$ cat src/rtl/gda_recovery_ctrl.sv
// gda_recovery_ctrl: GDA approximate adder sequencer with iterative carry repair
module gda_recovery_ctrl #(
  parameter int W    = 8,
  parameter int BLK  = 2,
  parameter int PRED = 4,
  localparam int NB  = W / BLK,
  localparam int CW  = (NB > 1) ? $clog2(NB) : 1
) (
  input  logic          clk,
  input  logic          rst_n,
  input  logic          in_valid,
  output logic          in_ready,
  input  logic [W-1:0]  in1,
  input  logic [W-1:0]  in2,
  input  logic          exact_mode,
  output logic          out_valid,
  input  logic          out_ready,
  output logic [W:0]    res,
  output logic          err_det,
  output logic          exact,
  output logic [CW-1:0] corr_cycles
);
  typedef enum logic [1:0] {IDLE, EVAL, CORR, DONE} state_t;
  state_t state_q, state_d;
  logic [W-1:0] a_q, a_d, b_q, b_d, sum;
  logic [NB-1:0] cv_q, cv_d, pred, co;
  logic [CW-1:0] cnt_q, cnt_d, corr_q, corr_d;
  logic [W:0] res_q, res_d;
  logic mode_q, mode_d, err_q, err_d, exact_q, exact_d, mm;
  assign pred[0] = 1'b0;
  // Predicted carry into block k comes from the PRED bits directly below it
  for (genvar k = 1; k < NB; k++) begin : g_pred
    localparam int LO = (k * BLK > PRED) ? k * BLK - PRED : 0;
    localparam int PW = k * BLK - LO;
    logic [PW:0] ps;
    assign ps = {1'b0, in1[k*BLK-1:LO]} + {1'b0, in2[k*BLK-1:LO]};
    assign pred[k] = ps[PW];
  end
  for (genvar k = 0; k < NB; k++) begin : g_blk
    logic [BLK:0] s;
    assign s = {1'b0, a_q[k*BLK+:BLK]} + {1'b0, b_q[k*BLK+:BLK]} + {{BLK{1'b0}}, cv_q[k]};
    assign sum[k*BLK+:BLK] = s[BLK-1:0];
    assign co[k] = s[BLK];
  end
  assign mm = |(cv_q[NB-1:1] ^ co[NB-2:0]);
  assign in_ready = state_q == IDLE;
  assign out_valid = state_q == DONE;
  assign res = res_q;
  assign err_det = err_q;
  assign exact = exact_q;
  assign corr_cycles = corr_q;
  always_comb begin
    state_d = state_q;
    a_d = a_q;
    b_d = b_q;
    mode_d = mode_q;
    cv_d = cv_q;
    cnt_d = cnt_q;
    res_d = res_q;
    err_d = err_q;
    exact_d = exact_q;
    corr_d = corr_q;
    case (state_q)
      IDLE: if (in_valid) begin
        a_d = in1;
        b_d = in2;
        mode_d = exact_mode;
        cv_d = pred;
        cnt_d = '0;
        state_d = EVAL;
      end
      EVAL: begin
        err_d = mm;
        if (!mode_q || !mm) begin
          res_d = {co[NB-1], sum};
          exact_d = !mm;
          corr_d = '0;
          state_d = DONE;
        end else begin
          cv_d = {co[NB-2:0], 1'b0};
          cnt_d = CW'(1);
          state_d = CORR;
        end
      end
      CORR: if (mm) begin
        cv_d = {co[NB-2:0], 1'b0};
        cnt_d = (&cnt_q) ? cnt_q : cnt_q + 1'b1;
      end else begin
        res_d = {co[NB-1], sum};
        exact_d = 1'b1;
        corr_d = cnt_q;
        state_d = DONE;
      end
      DONE: state_d = out_ready ? IDLE : DONE;
      default: state_d = IDLE;
    endcase
  end
  always_ff @(posedge clk) begin
    if (!rst_n) begin
      state_q <= IDLE;
      a_q <= '0;
      b_q <= '0;
      mode_q <= 1'b0;
      cv_q <= '0;
      cnt_q <= '0;
      res_q <= '0;
      err_q <= 1'b0;
      exact_q <= 1'b0;
      corr_q <= '0;
    end else begin
      state_q <= state_d;
      a_q <= a_d;
      b_q <= b_d;
      mode_q <= mode_d;
      cv_q <= cv_d;
      cnt_q <= cnt_d;
      res_q <= res_d;
      err_q <= err_d;
      exact_q <= exact_d;
      corr_q <= corr_d;
    end
  end
endmodule

$ cat config.mk
export PLATFORM = sky130hd
export DESIGN_NAME = gda_recovery_ctrl
export DESIGN_NICKNAME = d
export VERILOG_FILES = /design/src/rtl/gda_recovery_ctrl.sv
export SDC_FILE = /design/constraint.sdc
export NUM_CORES = 1
export LEC_CHECK = 0
export ABC_AREA = 1
export CORE_MARGIN = 2
export CORE_UTILIZATION = 52
export DETAILED_ROUTE_END_ITERATION = 7
export PLACE_DENSITY = 0.8
export SETUP_SLACK_MARGIN = 0.15
export SLEW_MARGIN = 20
export SYNTH_ARGS = -nofsm -noshare
export SYNTH_HDL_FRONTEND = slang
export SYNTH_SLANG_ARGS = --single-unit
$ cat constraint.sdc
create_clock -name clk -period 2.46 [get_ports clk]
set_input_delay 0.369 -clock clk [delete_from_list [all_inputs] [get_ports clk]]
set_output_delay 0.369 -clock clk [all_outputs]
set_load 0.02 [all_outputs]
==> run summary <==
The run finished with clean final reports. In this run the worst setup path begins at cv_q[2]. The launching point of the worst reg2reg path is cv_q[2]. In the finished design, the share of the clock period the worst path needs comes to 0.857. The initial utilization of the core area, before any placement, comes to 0.533. Entering global routing, the biggest net connects 27 pins. The total track usage came out at 0.191. The clock latency on the worst-skew pair is 0.29 ns. The longest clock path from root to sink contains 2 buffers. The peak per-stage delay on the critical path came out at 0.40 ns. The data arrival at the endpoint of the critical path came out at 2.29 ns. Measured along the y axis, the die boundary spans 64.8 um. Setup repair after global routing left no endpoint under its margin. TritonCTS built the clock tree.

The total congestion overflow is 0. The cell that appears most often on the critical path is nand2_1. The number of setup violations in the final report came out at 0. The number of max-slew violations in the final report came out at 0.

The switching power share of the total came out at 0.410. The min-delay analysis places its worst path in the category reg -> reg. The number of distinct library cells after synthesis is 24. The antenna diode count is 0. The routability-driven placement congestion ratio came out at 0.838. The number of warning messages in the yosys log came out at 0. The DRC violations left is 0. The worst clock skew on the final layout came out at 0.00664 ns. The total wire length came out at 3630 um. Of the total power, combinational logic draws 0.508. The smallest clock period supported by the final layout is computed as 2.11 ns. The average wire per cell in the routed design came out at 10.8 um. The number of antenna violations at the first check in global routing is 0. The initialized floorplan defines 22 standard-cell rows.

The worst path buffer plus inverter count is 3. The total number of vias came out at 1,631. The number of detailed-route iterations in the first pass is 5. The total area inside the core boundary comes to 0.00361 mm2.

In this run the worst path has a maximum fanout of 5. Of the total power, the clock network draws 0.195. Pin placement for this block handled 36 I/O pins.

The total power of the final layout is 3.14 mW. The worst hold path begins at exact. The first global-routing pass estimated 6230 um of wire. In this run the clock root is driven by a clkbuf_8. Detailed placement ended at an HPWL of 2780 um.

The switching component of the power is 1.29 mW. The classification of the worst setup path is reg -> reg. Clock-pin slew was measured on the worst setup and hold paths at 0.07 ns. The area of placed instances came out at 0.00230 mm2. The average via count per standard cell is 4.87. The max-cap violation count came out at 0. The critical path endpoint category is a flop.

The startpoint type of the worst setup path is a flop. On the critical path, the stage with the largest delay is an instance of dfxtp_1. In this run the remaining antenna-violating nets after routing total 0. The area growth from synthesis to layout is 27.1%. The share of power burned in registers came out at 0.297. Post-CTS timing repair inserted 0 buffers for setup. The hold violation count in the final report came out at 0. The headroom to the max-slew limit is 0.715. The sequential share of the synthesized area came out at 0.385.

The count of mapped cells out of synthesis is 249. At the pin with the least slew margin, the transition time is 0.426 ns. The number of buffers created by CTS is 5. The number of levels the H-tree was split into came out at 2.

Leaving out fill and tap cells, the most frequent cell in the layout is nor2_1. The final layout net count is 325. The CTS sink count came out at 37.

The utilization after layout is 0.678. The mapped netlist covers 0.00192 mm2. The total internal power is 1.85 mW. In the layout the commonest cells are nor2_1 (43), nand2_1 (39), dfxtp_1 (37). The post-route setup TNS came out at 0 ns. The fraction of final layout cells sized beyond drive strength 1 is 0.0836. The post-synthesis area per instance is 7.72 um2.

In this run, synthesis produced a sequential element count of 37. The first-iteration detailed-routing DRC count is 98. The leakage dissipation came out at 1.08 nW. The ratio of total power to cell area is 1280 mW/mm2.

The number of global-route vias before repair is 1,484. The die boundary width is 64.8 um. The critical path goes through inv_1, fa_1, inv_1, fa_1, inv_1, nand2_1, nand2_1, nand3_2, nand2_1, nand2_1, nand2_1, o21ai_0, nor2_1. At the worst endpoint, the required time is 2.64 ns. The area of the die came out at 0.00420 mm2. Timing would allow up to 0.474 GHz.

The number of nets in the synthesized netlist is 288. The number of port buffers is 35. The finished layout cell area is 0.00244 mm2. The kind of cell adding the most delay to the critical path is simple AND/OR/NAND/NOR gates. The maximum VDD drop is 608 uV.
-- layout make-up --
| cell class | count | area (um2) |
|---|---|---|
| well taps | 48 | 60.1 |
| clock inverters | 3 | 65.1 |
| multi-input cells | 172 | 1020 |
| fillers | 294 | 1160 |
| clock buffers | 5 | 68.8 |
| repair buffers | 37 | 365 |
| flip-flops and latches | 37 | 741 |
| inverters | 33 | 124 |
-- power by group through the flow --
stage / sequential, mW / clock (mW) / combinational [mW]
finish: 0.932 / 0.613 / 1.60
global placement: 0.939 / 0 / 1.55
global route: 0.959 / 0.654 / 1.81
floorplan: 1.01 / 0 / 1.14
detailed placement: 0.945 / 0 / 1.59
CTS: 0.932 / 0.625 / 1.59
-- registers in the layout (all words and copies together) (netlist names) --
name and flops:
err_det 1, a_q 8, cv_q 3, res 9, corr_cycles 2, state_q 2
b_q 8, exact 1, mode_q 1, cnt_q 2
-- kinds of logic (layout without fill, tap and decap cells) --
kind of cell / Yosys count / after routing / share of synthesized area
compound gates: 49 / 49 / 0.130
buf+inv: 40 / 78 / 0.0878
xor+xnor: 1 / 1 / 0.00456
flops: 37 / 37 / 0.385
simple gates: 104 / 104 / 0.248
fa+ha+maj: 18 / 18 / 0.144
-- worst paths after layout --
kind,to,cells after the start,slack [ns]
hold / removal,exact,2,0.47
hold reg to reg,exact,2,0.47
setup / recovery,cv_q[1],13,0.35
setup reg to reg,cv_q[1],13,0.35
-- stage by stage --
step,setup slack [ns],cells,hold slack (ns)
floorplan,0.532,249,0.459
global placement,0.360,327,0.462
detailed placement,0.369,327,0.460
CTS,0.331,335,0.470
global route,0.167,335,0.506
finish,0.352,335,0.470
-- worst min-delay path, stage by stage, from the launching register on --
cell     delay [ns]
dfxtp_1        0.31
nand2_1        0.06
a21oi_1        0.06
-- Yosys cell counts (all sizes together) --
| library cell | count | area share |
|---|---|---|
| fa | 7 | 0.073 |
| buf | 3 | 0.016 |
| nand3b | 2 | 0.0078 |
| ha | 11 | 0.072 |
| nand2 | 46 | 0.11 |
| or2 | 1 | 0.0033 |
| clkinv | 1 | 0.0019 |
| nand3 | 7 | 0.021 |
| xnor2 | 1 | 0.0046 |
| a22oi | 2 | 0.0078 |
| nand4 | 3 | 0.0098 |
| clkbuf | 4 | 0.0078 |
| dfxtp | 37 | 0.39 |
| nor2 | 45 | 0.10 |
| inv | 32 | 0.062 |
| a21oi | 18 | 0.047 |
| o21ai | 29 | 0.075 |
-- what timing repair did --
item,in CTS,in global routing
hold buffers,0,0
endpoints found under the setup margin,0,2
resized for setup,0,1
-- routing by layer --
layer	track usage	wire length (um)
met5	0	0
met4	0.0559	22
met3	0.0573	175
met2	0.322	1730
met1	0.236	1700
Power figures use the tool's default switching activity.
